**src/rtl/regfile_wb_sched_pkg.sv**
```systemverilog
`default_nettype none
// ------------------------------------------------------------------
// regfile_pkg : shared types for the register-file write-back scheduler
// Rev 1.0
// ------------------------------------------------------------------
package regfile_pkg;

  localparam int unsigned HALF_W = 16;

  typedef logic [4:0]        reg_idx_t;
  typedef logic [HALF_W-1:0] half_t;

  typedef struct packed {
    reg_idx_t    rd;
    logic [31:0] result;
    logic        wide;
    logic        half;
  } wb_req_t;

  typedef enum logic [0:0] {
    IDLE = 1'b0,
    HIGH = 1'b1
  } wb_state_e;

endpackage
`default_nettype wire

```
**src/rtl/regfile_wb_sched_if.sv**
```systemverilog
`default_nettype none
// ------------------------------------------------------------------
// regfile_wb_sched_if : ALU/load-unit requests and register-file write port
// Rev 1.0
// ------------------------------------------------------------------
interface regfile_wb_sched_if;
  import regfile_pkg::*;

  logic        alu_valid;
  logic        alu_ready;
  reg_idx_t    alu_rd;
  logic [31:0] alu_result;
  logic        alu_wide;
  logic        alu_half;

  logic        mem_valid;
  logic        mem_ready;
  reg_idx_t    mem_rd;
  logic [31:0] mem_result;
  logic        mem_wide;
  logic        mem_half;

  logic        rw_clken;
  logic        rw_half;
  reg_idx_t    rw_rd;
  half_t       rw_result;
  logic        busy;

  modport master (
    output alu_valid, alu_rd, alu_result, alu_wide, alu_half,
    output mem_valid, mem_rd, mem_result, mem_wide, mem_half,
    input  alu_ready, mem_ready,
    input  rw_clken, rw_half, rw_rd, rw_result, busy
  );

  modport slave (
    input  alu_valid, alu_rd, alu_result, alu_wide, alu_half,
    input  mem_valid, mem_rd, mem_result, mem_wide, mem_half,
    output alu_ready, mem_ready,
    output rw_clken, rw_half, rw_rd, rw_result, busy
  );

endinterface
`default_nettype wire

```
**src/rtl/regfile_wb_sched_pick.sv**
```systemverilog
`default_nettype none
// ------------------------------------------------------------------
// regfile_wb_pick : two-way combinational picker, one-hot grant {mem, alu}
// Rev 1.0
// ------------------------------------------------------------------
module regfile_wb_pick (
  input  wire logic       alu_valid_i,
  input  wire logic       mem_valid_i,
  input  wire logic       prio_mem_i,
  output logic [1:0]      gnt_o
);

  // The favoured side wins whenever it is valid; the other only when alone.
  assign gnt_o[1] = mem_valid_i & (prio_mem_i | ~alu_valid_i);
  assign gnt_o[0] = alu_valid_i & (~prio_mem_i | ~mem_valid_i);

endmodule
`default_nettype wire

```
**src/rtl/regfile_wb_sched.sv**
```systemverilog
`default_nettype none
// ------------------------------------------------------------------
// regfile_wb_sched : arbitrates ALU/load write-backs and splits 32-bit
// results into 16-bit beats. REGFILE_WB_RR_EN selects round-robin.
// Rev 1.0
// ------------------------------------------------------------------
module regfile_wb_sched
  import regfile_pkg::*;
#(
  parameter int XLEN = 32
) (
  input  wire logic          clk,
  input  wire logic          rst,
  regfile_wb_sched_if.slave  bus
);

  wb_state_e state_q, state_d;
  reg_idx_t  hi_rd_q, hi_rd_d;
  half_t     hi_data_q, hi_data_d;
  logic      rw_clken_q, rw_clken_d;
  logic      rw_half_q, rw_half_d;
  reg_idx_t  rw_rd_q, rw_rd_d;
  half_t     rw_result_q, rw_result_d;

  logic       prio_mem;
  logic [1:0] gnt;
  logic       ready_ok;
  logic       mem_acc;
  logic       alu_acc;
  logic       acc;
  wb_req_t    req;

  regfile_wb_pick u_pick (
    .alu_valid_i (bus.alu_valid),
    .mem_valid_i (bus.mem_valid),
    .prio_mem_i  (prio_mem),
    .gnt_o       (gnt)
  );

  assign ready_ok      = (state_q == IDLE) & ~rst;
  assign bus.mem_ready = ready_ok & gnt[1];
  assign bus.alu_ready = ready_ok & gnt[0];

  assign mem_acc = bus.mem_ready & bus.mem_valid;
  assign alu_acc = bus.alu_ready & bus.alu_valid;
  assign acc     = mem_acc | alu_acc;

  always_comb begin
    if (mem_acc) begin
      req = '{rd: bus.mem_rd, result: bus.mem_result, wide: bus.mem_wide, half: bus.mem_half};
    end else begin
      req = '{rd: bus.alu_rd, result: bus.alu_result, wide: bus.alu_wide, half: bus.alu_half};
    end
  end

`ifdef REGFILE_WB_RR_EN
  logic prio_q;

  always_ff @(posedge clk or posedge rst) begin
    if (rst) begin
      prio_q <= 1'b1;
    end else if (acc && bus.mem_valid && bus.alu_valid) begin
      prio_q <= ~prio_q;
    end
  end

  assign prio_mem = prio_q;
`else
  assign prio_mem = 1'b1;
`endif

  always_comb begin
    state_d     = state_q;
    hi_rd_d     = hi_rd_q;
    hi_data_d   = hi_data_q;
    rw_clken_d  = 1'b0;
    rw_half_d   = rw_half_q;
    rw_rd_d     = rw_rd_q;
    rw_result_d = rw_result_q;

    case (state_q)
      HIGH: begin
        rw_clken_d  = 1'b1;
        rw_half_d   = 1'b1;
        rw_rd_d     = hi_rd_q;
        rw_result_d = hi_data_q;
        state_d     = IDLE;
      end
      default: begin
        // Writes to register 0 are swallowed: no beat, no high phase.
        if (acc && (req.rd != '0)) begin
          rw_clken_d  = 1'b1;
          rw_half_d   = req.wide ? 1'b0 : req.half;
          rw_rd_d     = req.rd;
          rw_result_d = req.result[HALF_W-1:0];
          if (req.wide) begin
            state_d   = HIGH;
            hi_rd_d   = req.rd;
            hi_data_d = req.result[XLEN-1:HALF_W];
          end
        end
      end
    endcase
  end

  always_ff @(posedge clk or posedge rst) begin
    if (rst) begin
      state_q     <= IDLE;
      hi_rd_q     <= '0;
      hi_data_q   <= '0;
      rw_clken_q  <= 1'b0;
      rw_half_q   <= 1'b0;
      rw_rd_q     <= '0;
      rw_result_q <= '0;
    end else begin
      state_q     <= state_d;
      hi_rd_q     <= hi_rd_d;
      hi_data_q   <= hi_data_d;
      rw_clken_q  <= rw_clken_d;
      rw_half_q   <= rw_half_d;
      rw_rd_q     <= rw_rd_d;
      rw_result_q <= rw_result_d;
    end
  end

  assign bus.rw_clken  = rw_clken_q;
  assign bus.rw_half   = rw_half_q;
  assign bus.rw_rd     = rw_rd_q;
  assign bus.rw_result = rw_result_q;
  assign bus.busy      = (state_q == HIGH);

endmodule
`default_nettype wire

```
**src/flat_wrapper.sv**
```systemverilog
// flat-port wrapper written by rule: the top's interface ports become plain ports
module regfile_wb_sched_flat import regfile_pkg::*;
#(
  parameter int XLEN = 32
)
  (clk, rst, bus_alu_valid, bus_alu_rd, bus_alu_result, bus_alu_wide, bus_alu_half, bus_mem_valid, bus_mem_rd, bus_mem_result, bus_mem_wide, bus_mem_half, bus_alu_ready, bus_mem_ready, bus_rw_clken, bus_rw_half, bus_rw_rd, bus_rw_result, bus_busy);
  regfile_wb_sched_if bus_i ();
  input  wire logic clk;
  input  wire logic rst;
  input wire logic [$bits(bus_i.alu_valid)-1:0] bus_alu_valid;
  input wire logic [$bits(bus_i.alu_rd)-1:0] bus_alu_rd;
  input wire logic [$bits(bus_i.alu_result)-1:0] bus_alu_result;
  input wire logic [$bits(bus_i.alu_wide)-1:0] bus_alu_wide;
  input wire logic [$bits(bus_i.alu_half)-1:0] bus_alu_half;
  input wire logic [$bits(bus_i.mem_valid)-1:0] bus_mem_valid;
  input wire logic [$bits(bus_i.mem_rd)-1:0] bus_mem_rd;
  input wire logic [$bits(bus_i.mem_result)-1:0] bus_mem_result;
  input wire logic [$bits(bus_i.mem_wide)-1:0] bus_mem_wide;
  input wire logic [$bits(bus_i.mem_half)-1:0] bus_mem_half;
  output wire logic [$bits(bus_i.alu_ready)-1:0] bus_alu_ready;
  output wire logic [$bits(bus_i.mem_ready)-1:0] bus_mem_ready;
  output wire logic [$bits(bus_i.rw_clken)-1:0] bus_rw_clken;
  output wire logic [$bits(bus_i.rw_half)-1:0] bus_rw_half;
  output wire logic [$bits(bus_i.rw_rd)-1:0] bus_rw_rd;
  output wire logic [$bits(bus_i.rw_result)-1:0] bus_rw_result;
  output wire logic [$bits(bus_i.busy)-1:0] bus_busy;
  assign bus_i.alu_valid = bus_alu_valid;
  assign bus_i.alu_rd = bus_alu_rd;
  assign bus_i.alu_result = bus_alu_result;
  assign bus_i.alu_wide = bus_alu_wide;
  assign bus_i.alu_half = bus_alu_half;
  assign bus_i.mem_valid = bus_mem_valid;
  assign bus_i.mem_rd = bus_mem_rd;
  assign bus_i.mem_result = bus_mem_result;
  assign bus_i.mem_wide = bus_mem_wide;
  assign bus_i.mem_half = bus_mem_half;
  assign bus_alu_ready = bus_i.alu_ready;
  assign bus_mem_ready = bus_i.mem_ready;
  assign bus_rw_clken = bus_i.rw_clken;
  assign bus_rw_half = bus_i.rw_half;
  assign bus_rw_rd = bus_i.rw_rd;
  assign bus_rw_result = bus_i.rw_result;
  assign bus_busy = bus_i.busy;
  regfile_wb_sched #(.XLEN(XLEN)) u_core (.clk(clk), .rst(rst), .bus(bus_i));
endmodule
```
**config.mk**
```make
export PLATFORM = sky130hd
export DESIGN_NAME = regfile_wb_sched_flat
export DESIGN_NICKNAME = d
export VERILOG_FILES = /design/src/rtl/regfile_wb_sched_pkg.sv /design/src/rtl/regfile_wb_sched_if.sv /design/src/rtl/regfile_wb_sched_pick.sv /design/src/rtl/regfile_wb_sched.sv /design/src/flat_wrapper.sv
export SDC_FILE = /design/constraint.sdc
export NUM_CORES = 1
export LEC_CHECK = 0
export CORE_MARGIN = 4
export CORE_UTILIZATION = 44
export CTS_BUF_LIST = sky130_fd_sc_hd__clkbuf_8
export CTS_CLUSTER_SIZE = 12
export DETAILED_ROUTE_END_ITERATION = 16
export PLACE_DENSITY = 0.82
export RECOVER_POWER = 25
export SLEW_MARGIN = 10
export SYNTH_ARGS = -nofsm -noshare
export SYNTH_HDL_FRONTEND = slang
export SYNTH_SLANG_ARGS = --single-unit
```
**constraint.sdc**
```tcl
create_clock -name clk -period 2.3 [get_ports clk]
set_input_delay 0.575 -clock clk [delete_from_list [all_inputs] [get_ports clk]]
set_output_delay 0.575 -clock clk [all_outputs]
set_load 0.03 [all_outputs]
```
==> metrics.txt, run 1 <==
M3 GR Usage 0.0536; row cnt 27; initial core utilization 0.452; drt total wl ~6.7 mm; post-layout util 0.722; CTS Buf Count 5; Setup-failing EPs final 0; leading cell type in the layout, fill and taps excluded clkdlybuf4s50_1; most frequent cells in the layout clkdlybuf4s50_1 (102), mux2i_1 (50), dfrtp_1 (45), mux2_2 (23), mux2_4 (20); I/O Pins around 110; Peak VDD IR 0.364 mV; chip height 83.0 um; dominant cell type by area after synthesis dfrtp_1; routed len/inst ~18 um; busiest grt layer met2; DR pass1 iterations 4; worst slew pin tran roughly 0.94 ns; Syn Nets 257; Final Non-Filler Cells about 380; number of global-route vias before repair roughly 2,100; Worst Hold Class flop to flop; Layout Nets ~380; FMAX ~450 MHz; fillers approximately 390; CTS Hold Buffers Added 0; met1 global-route usage 0.221; post-synth cell types 22; XOR/XNOR share of the synthesized area 0; DP Cell Count between 300 and 400; total of max-cap violations 0; largest cells by area after synthesis dfrtp_1 (46%), mux2i_1 (20%), mux2_4 (12%), mux2_2 (10%), a22o_1 (1.8%); main combinational cell family by area after synthesis multiplexers; Remaining Overflow, GRT 0; Final Max Tran Viols 0; Worst Setup Start Kind input port; met2 usage 0.345; H-tree Lvls 2; r2r setup slk 0.24 ns; Routability Congestion around 0.79; synth warn 0; Compound-Gate Fraction of Synth Area 0.0501; leak pwr around 1.8 nW; Final ANT Viol Nets 0; initial antenna violation count 0; critical path peak fanout 7; first-pass GRT wire length ~11 mm; kind of critical path input port to flop; CTS tree done; Syn-to-layout area delta 59.8%; HPWL after DPL ~4.7 mm; Die ar. 6890 um^2; Max transition margin 0.371; area share of fa/ha/maj cells after synthesis 0; Post-Route Skew ~0.0080 ns; GRT Overall Usage 0.195; Critical Path RT 2.48 ns; Ant. Diodes 0; flop and latch count out of synthesis 45; Tmin final about 2.2 ns; Port Buffers around 110; clock slew at reported path FFs 0.08 ns; DR vias/cell 5.15; setup TNS 0 ns; largest net degree at the start of global routing 28; fraction of the yosys area taken by sequential cells 0.455; synthesized area ~2500 um^2; pre-CTS setup slack -0.336 ns; die width 83.0 um; outcome finished, final reports clean; vias slightly below 2,000; area share of the largest cell type after synthesis 0.455; layout cells sized above 1 0.284; Power Density 748 nW/um^2; Worst setup EP type flop; total chip power ~3.0 mW; post-synthesis simple-gate area fraction 0.0278; worst setup margin 0.0955 ns; core area between 5000 and 6000 um^2; Clock Latency Late Sink about 0.30 ns; CP arrival between 2 and 2.5 ns; unrepaired setup endpoints after global routing false; Hold Vio Cnt, Final 0; Clock Path Buffers 2; Synth Area per Inst approximately 14 um^2; DRT iter0 DRCs 86; CTS sink cnt 45; Syn Inst Count about 180; DRC 0; mux cell area share after synthesis 0.428; clock root cell clkbuf_8; Final Cycle Share 0.958
-- final cells by class --
cell class	count	area [um^2]	area share
clock inverter	3	65.1	0.0165
tap	72	90.1	0.0228
inverter	4	15.0	0.00380
timing repair buffer	131	1330	0.336
clock buffer	5	68.8	0.0174
multi-input combinational	115	1260	0.318
sequential	45	1130	0.285
-- through the flow --
| stage | area (um^2) | hold WS, ns |
|---|---|---|
| after global placement | 3690 | 0.490 |
| after CTS | 3960 | 0.519 |
| after floorplan | 2480 | 0.479 |
| after global routing | 3950 | 0.532 |
| after detailed placement | 3690 | 0.495 |
| final | 3950 | 0.517 |
-- cells in the mapped netlist --
cell / instances
nor4b_1: 1
nor3b_1: 1
nor4_1: 2
buf_1: 1
nor2_1: 2
buf_4: 4
mux2i_1: 50
mux2_4: 20
inv_1: 4
a31oi_1: 1
nand2_1: 1
dfrtp_1: 45
a31o_2: 5
clkbuf_1: 2
a22o_1: 5
nor3b_4: 1
buf_6: 3
o211ai_4: 1
o21ai_2: 1
mux2_2: 23
buf_2: 1
nor3_2: 1
-- what timing repair did --
action	4_1_cts	5_1_grt
setup buffers	7	0
gates resized for setup	10	0
endpoints found under the setup margin	14	0
-- critical path: stages --
cell and delay [ns]:
clkdlybuf4s50_1 0.44, nor4_1 0.30, mux2i_1 0.11, buf_4 0.16
o211ai_4 0.21, buf_4 0.17, buf_16 0.13, mux2_4 0.29
-- where the power goes --
group,internal [mW],leakage [nW],switching [mW]
logic,0.633,1.16,0.503
registers,0.997,0.534,0.120
clock network,0.432,0.0681,0.270
total,2.06,1.76,0.893
-- logic make-up after synthesis --
logic type / Yosys count
compound gates: 13
buf+inv: 15
flops: 45
mux: 93
simple gates: 9
-- sequential cells by signal, indices dropped and copies added, names as in the netlist --
signal,count
u_core.bus.rw_clken,1
u_core.bus.busy,1
u_core.bus.rw_result,16
u_core.bus.rw_half,1
u_core.hi_rd_q,5
u_core.hi_data_q,16
u_core.bus.rw_rd,5
-- routing by layer --
| layer | part of all wire | wire [um] |
|---|---|---|
| met5 | 0 | 0 |
| met4 | 0.025 | 171 |
| met3 | 0.069 | 461 |
| met2 | 0.51 | 3440 |
| met1 | 0.39 | 2640 |
-- path summary, 6_finish.rpt --
| kind | start | to | depth (start not counted) |
|---|---|---|---|
| max in group asynchronous | rst | u_core.hi_data_q[4] | 4 |
| min in group asynchronous | rst | u_core.bus.rw_result[13] | 4 |
| hold reg to reg | u_core.hi_data_q[4] | u_core.hi_data_q[4] | 1 |
| setup / recovery | bus_alu_rd[3] | u_core.hi_data_q[0] | 8 |
| hold / removal | u_core.hi_data_q[4] | u_core.hi_data_q[4] | 1 |
| setup reg to reg | u_core.bus.busy | u_core.hi_data_q[0] | 7 |
No activity file was read; power rests on OpenSTA's default activity.
==> inputs of run 2 (changes only) <==
Settings changed: SKIP_LAST_GASP from default to 1.
==> results of run 2 <==
Same layout as run 1: the final DEF is identical, and so are final timing and power.
